File: src/rtl/datapoint_stream_reader.sv
// Read-side master for the datapoint memory: streams a contiguous, wrapping address
// range out as valid/ready beats, hiding the memory's one-cycle read latency.
module datapoint_stream_reader #(
  parameter int ADDR_WIDTH = 10,
  parameter int DATA_WIDTH = 18,
  parameter int BUF_DEPTH  = 2
) (
  input  logic                  clock,
  input  logic                  reset,
  input  logic                  io_start,
  input  logic [ADDR_WIDTH-1:0] io_baseAddr,
  input  logic [ADDR_WIDTH:0]   io_count,
  output logic                  io_busy,
  output logic                  io_done,
  output logic [ADDR_WIDTH-1:0] io_memAddr,
  output logic                  io_memWrEna,
  input  logic [DATA_WIDTH-1:0] io_memRdData,
  output logic                  io_out_valid,
  input  logic                  io_out_ready,
  output logic [DATA_WIDTH-1:0] io_out_bits,
  output logic                  io_out_last
);

  localparam logic [1:0] IDLE  = 2'd0;
  localparam logic [1:0] READ  = 2'd1;
  localparam logic [1:0] DRAIN = 2'd2;
  localparam logic [1:0] DONE  = 2'd3;

  localparam logic [ADDR_WIDTH:0] ONE       = {{ADDR_WIDTH{1'b0}}, 1'b1};
  localparam logic [2:0]          BUF_LIMIT = 3'(BUF_DEPTH);

  logic [1:0]            state;
  logic [ADDR_WIDTH-1:0] baseReg;
  logic [ADDR_WIDTH:0]   countReg;
  logic [ADDR_WIDTH:0]   issueCnt;
  logic [ADDR_WIDTH:0]   beatCnt;
  logic [ADDR_WIDTH-1:0] lastAddr;
  logic [DATA_WIDTH-1:0] bufMem [BUF_DEPTH];
  logic                  headPtr;
  logic                  tailPtr;
  logic [1:0]            occ;
  logic                  inflight;

  logic                  pop;
  logic                  issue;
  logic [2:0]            fill;
  logic [ADDR_WIDTH-1:0] issueAddr;

  // A read may only issue if the word it returns is guaranteed a free buffer slot.
  always_comb begin
    pop       = io_out_valid && io_out_ready;
    fill      = {1'b0, occ} + {2'b00, inflight} - {2'b00, pop};
    issue     = (state == READ) && (fill < BUF_LIMIT);
    issueAddr = baseReg + issueCnt[ADDR_WIDTH-1:0];
  end

  assign io_memAddr   = issue ? issueAddr : lastAddr;
  assign io_memWrEna  = 1'b0;
  assign io_busy      = (state == READ) || (state == DRAIN);
  assign io_done      = (state == DONE);
  assign io_out_valid = (occ != 2'd0);
  assign io_out_bits  = bufMem[headPtr];
  assign io_out_last  = io_out_valid && (beatCnt == countReg - ONE);

  always_ff @(posedge clock) begin
    if (reset) begin
      state    <= IDLE;
      baseReg  <= '0;
      countReg <= '0;
      issueCnt <= '0;
      beatCnt  <= '0;
      lastAddr <= '0;
      headPtr  <= 1'b0;
      tailPtr  <= 1'b0;
      occ      <= 2'd0;
      inflight <= 1'b0;
      for (int i = 0; i < BUF_DEPTH; i++) bufMem[i] <= '0;
    end else begin
      case (state)
        IDLE: begin
          if (io_start) begin
            if (io_count != '0) begin
              baseReg  <= io_baseAddr;
              countReg <= io_count;
              issueCnt <= '0;
              beatCnt  <= '0;
              state    <= READ;
            end else begin
              state <= DONE;
            end
          end
        end
        READ: begin
          if (issue) begin
            issueCnt <= issueCnt + ONE;
            lastAddr <= issueAddr;
            if (issueCnt + ONE == countReg) state <= DRAIN;
          end
        end
        DRAIN: begin
          if (pop && io_out_last) state <= DONE;
        end
        default: state <= IDLE;
      endcase

      // Read data lands one cycle after issue, straight into the buffer tail.
      inflight <= issue;
      if (inflight) begin
        bufMem[tailPtr] <= io_memRdData;
        tailPtr         <= ~tailPtr;
      end
      if (pop) begin
        headPtr <= ~headPtr;
        beatCnt <= beatCnt + ONE;
      end
      occ <= occ + {1'b0, inflight} - {1'b0, pop};
    end
  end

endmodule

File: config.mk
export PLATFORM = sky130hd
export DESIGN_NAME = datapoint_stream_reader
export DESIGN_NICKNAME = d
export VERILOG_FILES = /design/src/rtl/datapoint_stream_reader.sv
export SDC_FILE = /design/constraint.sdc
export NUM_CORES = 1
export LEC_CHECK = 0
export CORE_UTILIZATION = 50
export DETAILED_ROUTE_END_ITERATION = 6
export HOLD_SLACK_MARGIN = 0.06
export PLACE_DENSITY = 0.83
export SYNTH_ARGS = -nofsm -noshare
export SYNTH_HDL_FRONTEND = slang
export SYNTH_SLANG_ARGS = --single-unit
File: constraint.sdc
create_clock -name clock -period 3 [get_ports clock]
set_input_delay 0.6 -clock clock [delete_from_list [all_inputs] [get_ports clock]]
set_output_delay 0.6 -clock clock [all_outputs]
set_load 0.01 [all_outputs]
== After elaboration in Yosys (flattened, before gate mapping) ==
Memory sizes are Yosys's and may differ from the RTL's. A register that Yosys moved wholly into a read port is not among the register bits.
Index checks and enable logic that the tools add are counted.

* Bitwise operators: 2
* Multiplexer cells: 23
* Reduce and logical (&&, ||, !) cells: 17
* Magnitude comparators: 1
* Add/sub/neg operators: 8
* Equality and inequality tests: 10

{| class="wikitable"
|+ Operators with widths
! cell !! count
|-
| $mux W11 || 5
|-
| $add A11 B1 Y11 const B || 2
|-
| $eq A11 B11 Y1 || 2
|-
| $pmux W11 S2 || 1
|-
| $mux W18 || 1
|-
| $reduce_or A18 Y1 || 1
|-
| $reduce_bool A11 Y1 || 1
|-
| $sub A11 B1 Y11 const B || 1
|-
| $add A10 B10 Y10 || 1
|-
| $mux W10 || 1
|-
| $mux W2 || 5
|-
| $reduce_bool A2 Y1 || 5
|-
| $mux W1 || 9
|-
| $reduce_and A4 Y1 || 2
|-
| $ne A2 B2 Y1 const B || 3
|-
| $pmux W2 S3 || 1
|-
| $reduce_and A3 Y1 || 2
|-
| $eq A2 B2 Y1 const B || 2
|-
| $logic_and A1 B1 Y1 || 4
|-
| $ne A2 B1 Y1 const B || 2
|-
| $add A2 B1 Y3 || 1
|-
| $lt A3 B2 Y1 const B || 1
|-
| $sub A3 B1 Y3 || 1
|-
| $add A2 B1 Y2 || 1
|-
| 5 further kinds || 6
|}

* Memory bits (writable): 36
* Logic and storage cells: 72
* Bits in registers: 60
* Input bits: 43
* Memories kept: 1

{| class="wikitable"
|+ Memory list
! memory !! depth !! width !! rd ports !! clocked after Yosys merged registers in !! write ports !! RTL line !! RTL
|-
| bufMem || 2 || 18 || 1 || 1 || 2 || 38 || <nowiki>logic [DATA_WIDTH-1:0] bufMem [BUF_DEPTH];</nowiki>
|}

== Longest topological paths before layout ==
* Depth after elaboration: 7
* Gate-level depth with buffers: 15
* Gate-level depth less buffers: 14

== Worst setup path after synthesis ==
OpenSTA, ideal clock, no wires.

* Kind: register to register
* Start: register occ[1]
* End: register state[0]
* Path slack: -0.348 ns
* Arrival: 3.278 ns
* Stages on the path, launching flop included: 15
* Library setup time: 0.070 ns
* Cell sequence: dfxtp_1 or2_2 nand2_1 inv_2 ha_1 inv_1 ha_1 fa_1 and2_1 a211oi_1 o2111ai_1 nor4_1 a31oi_1 or4_1 a21oi_1

* Cells in the longest elaborated chain, start to end: 7
* Elaborated cells between the ends (all ways): 11
* Classes of those cells: add/sub (2); order compare (1); eq/ne (2); reduce/logical (6)

{| class="wikitable"
|+ Ends and longest elaborated chain
! what !! RTL line !! RTL
|-
| start: declaration || 41 || <nowiki>logic [1:0] occ;</nowiki>
|-
| start signal: assignment || 116 || <nowiki>occ <= occ + {1'b0, inflight} - {1'b0, pop};</nowiki>
|-
| $reduce_bool A2 Y1 || 61 || <nowiki>assign io_out_valid = (occ != 2'd0);</nowiki>
|-
| named net io_out_valid || 18 || <nowiki>output logic io_out_valid,</nowiki>
|-
| $logic_and A1 B1 Y1 || 51 || <nowiki>pop = io_out_valid && io_out_ready;</nowiki>
|-
| named net pop || 44 || <nowiki>logic pop;</nowiki>
|-
| $sub A3 B1 Y3 || 52 || <nowiki>fill = {1'b0, occ} + {2'b00, inflight} - {2'b00, pop};</nowiki>
|-
| named net fill[1] || 46 || <nowiki>logic [2:0] fill;</nowiki>
|-
| $lt A3 B2 Y1 || 53 || <nowiki>issue = (state == READ) && (fill < BUF_LIMIT);</nowiki>
|-
| $logic_and A1 B1 Y1 || 53 ||
|-
| $ne A2 B2 Y1 (no source line) || -- ||
|-
| $reduce_and A4 Y1 (no source line) || -- ||
|-
| end signal: assignment || 67 || <nowiki>state <= IDLE;</nowiki>
|-
| end signal: assignment || 87 || <nowiki>state <= READ;</nowiki>
|-
| end signal: assignment || 89 || <nowiki>state <= DONE;</nowiki>
|-
| end: declaration || 32 || <nowiki>logic [1:0] state;</nowiki>
|}

The timed path passes the listed nets, and every way through them passes these cells.
A chain may end at the register's enable or synchronous reset.

== Worst setup path in the final report ==
* Start: register occ[1]
* End: output io_memAddr[2]

* Cells in the longest elaborated chain, start to end: 6
* Elaborated cells between the ends (all ways): 7
* Classes of those cells: add/sub (2); order compare (1); mux (1); reduce/logical (3)

{| class="wikitable"
|+ Ends and longest elaborated chain
! what !! RTL line !! RTL
|-
| $reduce_bool A2 Y1 || 61 ||
|-
| $logic_and A1 B1 Y1 || 51 ||
|-
| named net pop || 44 ||
|-
| $sub A3 B1 Y3 || 52 ||
|-
| $lt A3 B2 Y1 || 53 ||
|-
| $logic_and A1 B1 Y1 || 53 ||
|-
| $mux W10 || -- ||
|-
| end: declaration || 15 || <nowiki>output logic [ADDR_WIDTH-1:0] io_memAddr,</nowiki>
|}

The timed path passes the listed nets, and every way through them passes these cells.

==> reports/results.tsv <==
metric	value	unit
hold_path_class	reg2reg	
maxCapViolCount	0	
grt_pass1_vias	4991	
irDropWorstVdd	0.407	mV
critical_path_class	reg2out	
diodes	0	
status	finished with violations	
place_hpwl	9510	um
synth_cells	577	
first_pass_iters	5	
cts_hold_buf	0	
finalSetupViolations	24	
num_rows	37	
numCtsBuffers	9	
hold_violations	0	
insertion_delay	0.38	ns
drtIter0Drc	430	
power-per-cell-area	695	mW/mm^2
r2r_end	state[1]$_SDFFE_PP0P_	
chipWidth	105	um
gp_congestion	0.886	
finalWirelength	14600	um
num-nets-final	766	
vias	4933	
min_period	3.52	ns
design_area	0.00712	sq mm
placement.io_buffers	74	
max_freq	284	MHz
cp-startpoint	occ[1]$_SDFF_PP0_	
rrSetupSlack	-0.31	ns
rsz0062_at_grt	true	
final.fill_count	736	
gr-total-overflow	0	
fin_util	69.3	%
cts_tree	built	
async_flop_share	0	%
worstReg2RegStart	occ[1]$_SDFF_PP0_	
die-area	0.0110	sq mm
grt_pass1_wl	23300	um
violations	negative setup slack	
yosys_warnings	0	
ys.flop_type	dfxtp_1	
total_power	4950	uW
clock_skew	0.0160	ns
htreeDepth	3	
grt_max_degree	50	
antenna_found_initial	0	
fin_ws	-0.519	ns
slew_headroom	54.5	%
synth_cell_types	58	
ant_nets	0	
synth_edf_count	36	
postSynthAreaPerCell	9.14	sq um
hold_start	baseReg[8]$_SDFFE_PP0P_	
initial_core_util	51.3	%
syn_to_final_growth	35.1	%
slew_violations	0	
reg2reg_depth	17	
vias_per_cell	5.84	
ys_ff_latch	97	
leakagePower	0.00284	uW
end_kind	primary output	
crit_required	2.40	ns
whs	0.468	ns
die_h	105	um
crit_chain	or2_4, nand2_8, inv_8, ha_4, inv_2, ha_4, fa_2, xnor2_2, nor2_2, nand2_4, buf_6, buf_6, nand2_2, o21ai_2, buf_2	
worstHoldPathCells	2	
cts_buffer_depth	2	
cts_root_buf	clkbuf_8	
post-route-period-util	117	%
drcViolationCount	0	
cts.clk_slew.worst_paths	0.11	ns
cp_slowest_cell	fa_2	
ys_seq_area_share	43.7	%
startpoint_type	flip-flop	
syn-cell-area	0.00527	sq mm
slowest_delay	0.35	ns
place_area	0.00651	sq mm
whs_endpoint	baseReg[8]$_SDFFE_PP0P_	
tightest_slew	0.665	ns
routedWlPerCell	17.3	um
core_area	0.0103	sq mm
grt_use_total	26.6	%
pin_count	76	
synth_nets	640	
path_max_fanout	7	
clock_sinks	97	
cp.arrival	2.92	ns
dp_slack	-1.21	ns
layout-drive-gt1-share	25.7	%
-- worst max-delay path, delay by kind of cell, from the launching register on --
family	cells	cell delay, ns
flops	1	0.34
simple gates	5	0.72
fa+ha+maj	3	0.73
buf+inv	5	0.51
xor+xnor	1	0.15
compound gates	1	0.07
-- final cells by class --
type / count / area [sq um] / area share (%)
Clock buffer: 9 / 124 / 1.74
Clock inverter: 7 / 86.3 / 1.21
Inverter: 18 / 75.1 / 1.05
Multi-Input combinational cell: 431 / 3080 / 43.2
Sequential cell: 97 / 2300 / 32.3
Tap cell: 136 / 170 / 2.39
Timing Repair Buffer: 146 / 1290 / 18.1
-- per-stage QoR --
step / TNS [ns] / std cells
after floorplan: -0.0690 / 577
after global placement: -20.69 / 811
after detailed placement: -22.44 / 811
after CTS: -5.62 / 840
after global routing: -8.54 / 844
final: -7.05 / 844
-- sequential cells by signal (all words and copies together), names as in the netlist, named ones only --
register and flops:
baseReg 10, beatCnt 11, bufMem 36, countReg 11, headPtr 1, inflight 1, issueCnt 11, lastAddr 10
occ 2, state 2, tailPtr 1
-- where the power goes --
part,leakage (uW),internal (uW),switching (uW)
Clock,0.000104,403,507
Combinational,0.00187,1190,1220
Sequential,0.000870,1540,91.0
Total,0.00284,3130,1820
-- layout by cell type, fill, tap and decap left out, types with 10 or more instances in the layout --
cell type and count:
xor2_1 16, edfxtp_1 36, clkdlybuf4s50_1 61, nand3_1 16
inv_1 15, and3_1 11, buf_4 59, nor2b_1 10
and2_1 36, buf_6 16, dfxtp_1 60, xnor2_1 19
o21ai_0 17, nand2_1 55, nor2_1 39, a21oi_1 42
mux2_2 19, ha_1 16
-- worst max path at each step --
stage / slack (ns) / endpoint / depth (start not counted)
2_1_floorplan: -0.05 / state[0]$_SDFFE_PP0P_ / 14
5_1_grt: -0.57 / io_memAddr[8] / 14
3_5_place_dp: -1.21 / io_memAddr[8] / 14
3_3_place_gp: -1.11 / io_memAddr[8] / 14
4_1_cts: -0.45 / io_memAddr[2] / 15
6_report: -0.52 / io_memAddr[2] / 15
-- metal layers --
layer	part of all wire, %	up-vias	global-route usage (%)	routed length [um]
met5	0	-	0	0
met4	2.6	0	8.65	381
met3	7.6	49	5.49	1120
met2	51	255	48.1	7520
met1	38	2352	31.3	5590
li1	-	2277	-	-
-- cell families after synthesis --
family | share of synthesized area (%)
and+or+nand+nor | 24.9
AOI/OAI and AO/OA | 11.0
DFF | 43.7
buffers and inverters | 4.01
xor gates and xnor gates | 6.50
muxes | 4.84
adders and majority gates | 5.03
other | 0.0711
-- synth_stat cells, types with 5 or more instances --
cell type / n / area [sq um]
a21oi_1: 49 / 245
xor2_1: 16 / 140
clkbuf_1: 21 / 78.8
nand4_1: 9 / 56.3
or4_1: 6 / 45.0
and2_1: 38 / 238
nand3_1: 17 / 85.1
dfxtp_1: 61 / 1220
edfxtp_1: 36 / 1080
nand2_1: 68 / 255
nor2_1: 43 / 161
nor3_1: 10 / 50.1
mux2_2: 20 / 225
nor2b_1: 12 / 75.1
o21ai_0: 28 / 140
xnor2_1: 20 / 175
nor3b_1: 6 / 45.0
nor4_1: 5 / 31.3
ha_1: 18 / 225
inv_1: 17 / 63.8
and3_1: 11 / 68.8
-- timing repair --
item | in CTS | in global routing
resized for setup | 97 | 46
endpoints found under the hold margin | 0 | 0
gates cloned | 1 | 1
setup buffers | 16 | 10
pin swaps | 30 | 16
endpoints found under the setup margin | 24 | 25
Power figures use the tool's default switching activity.
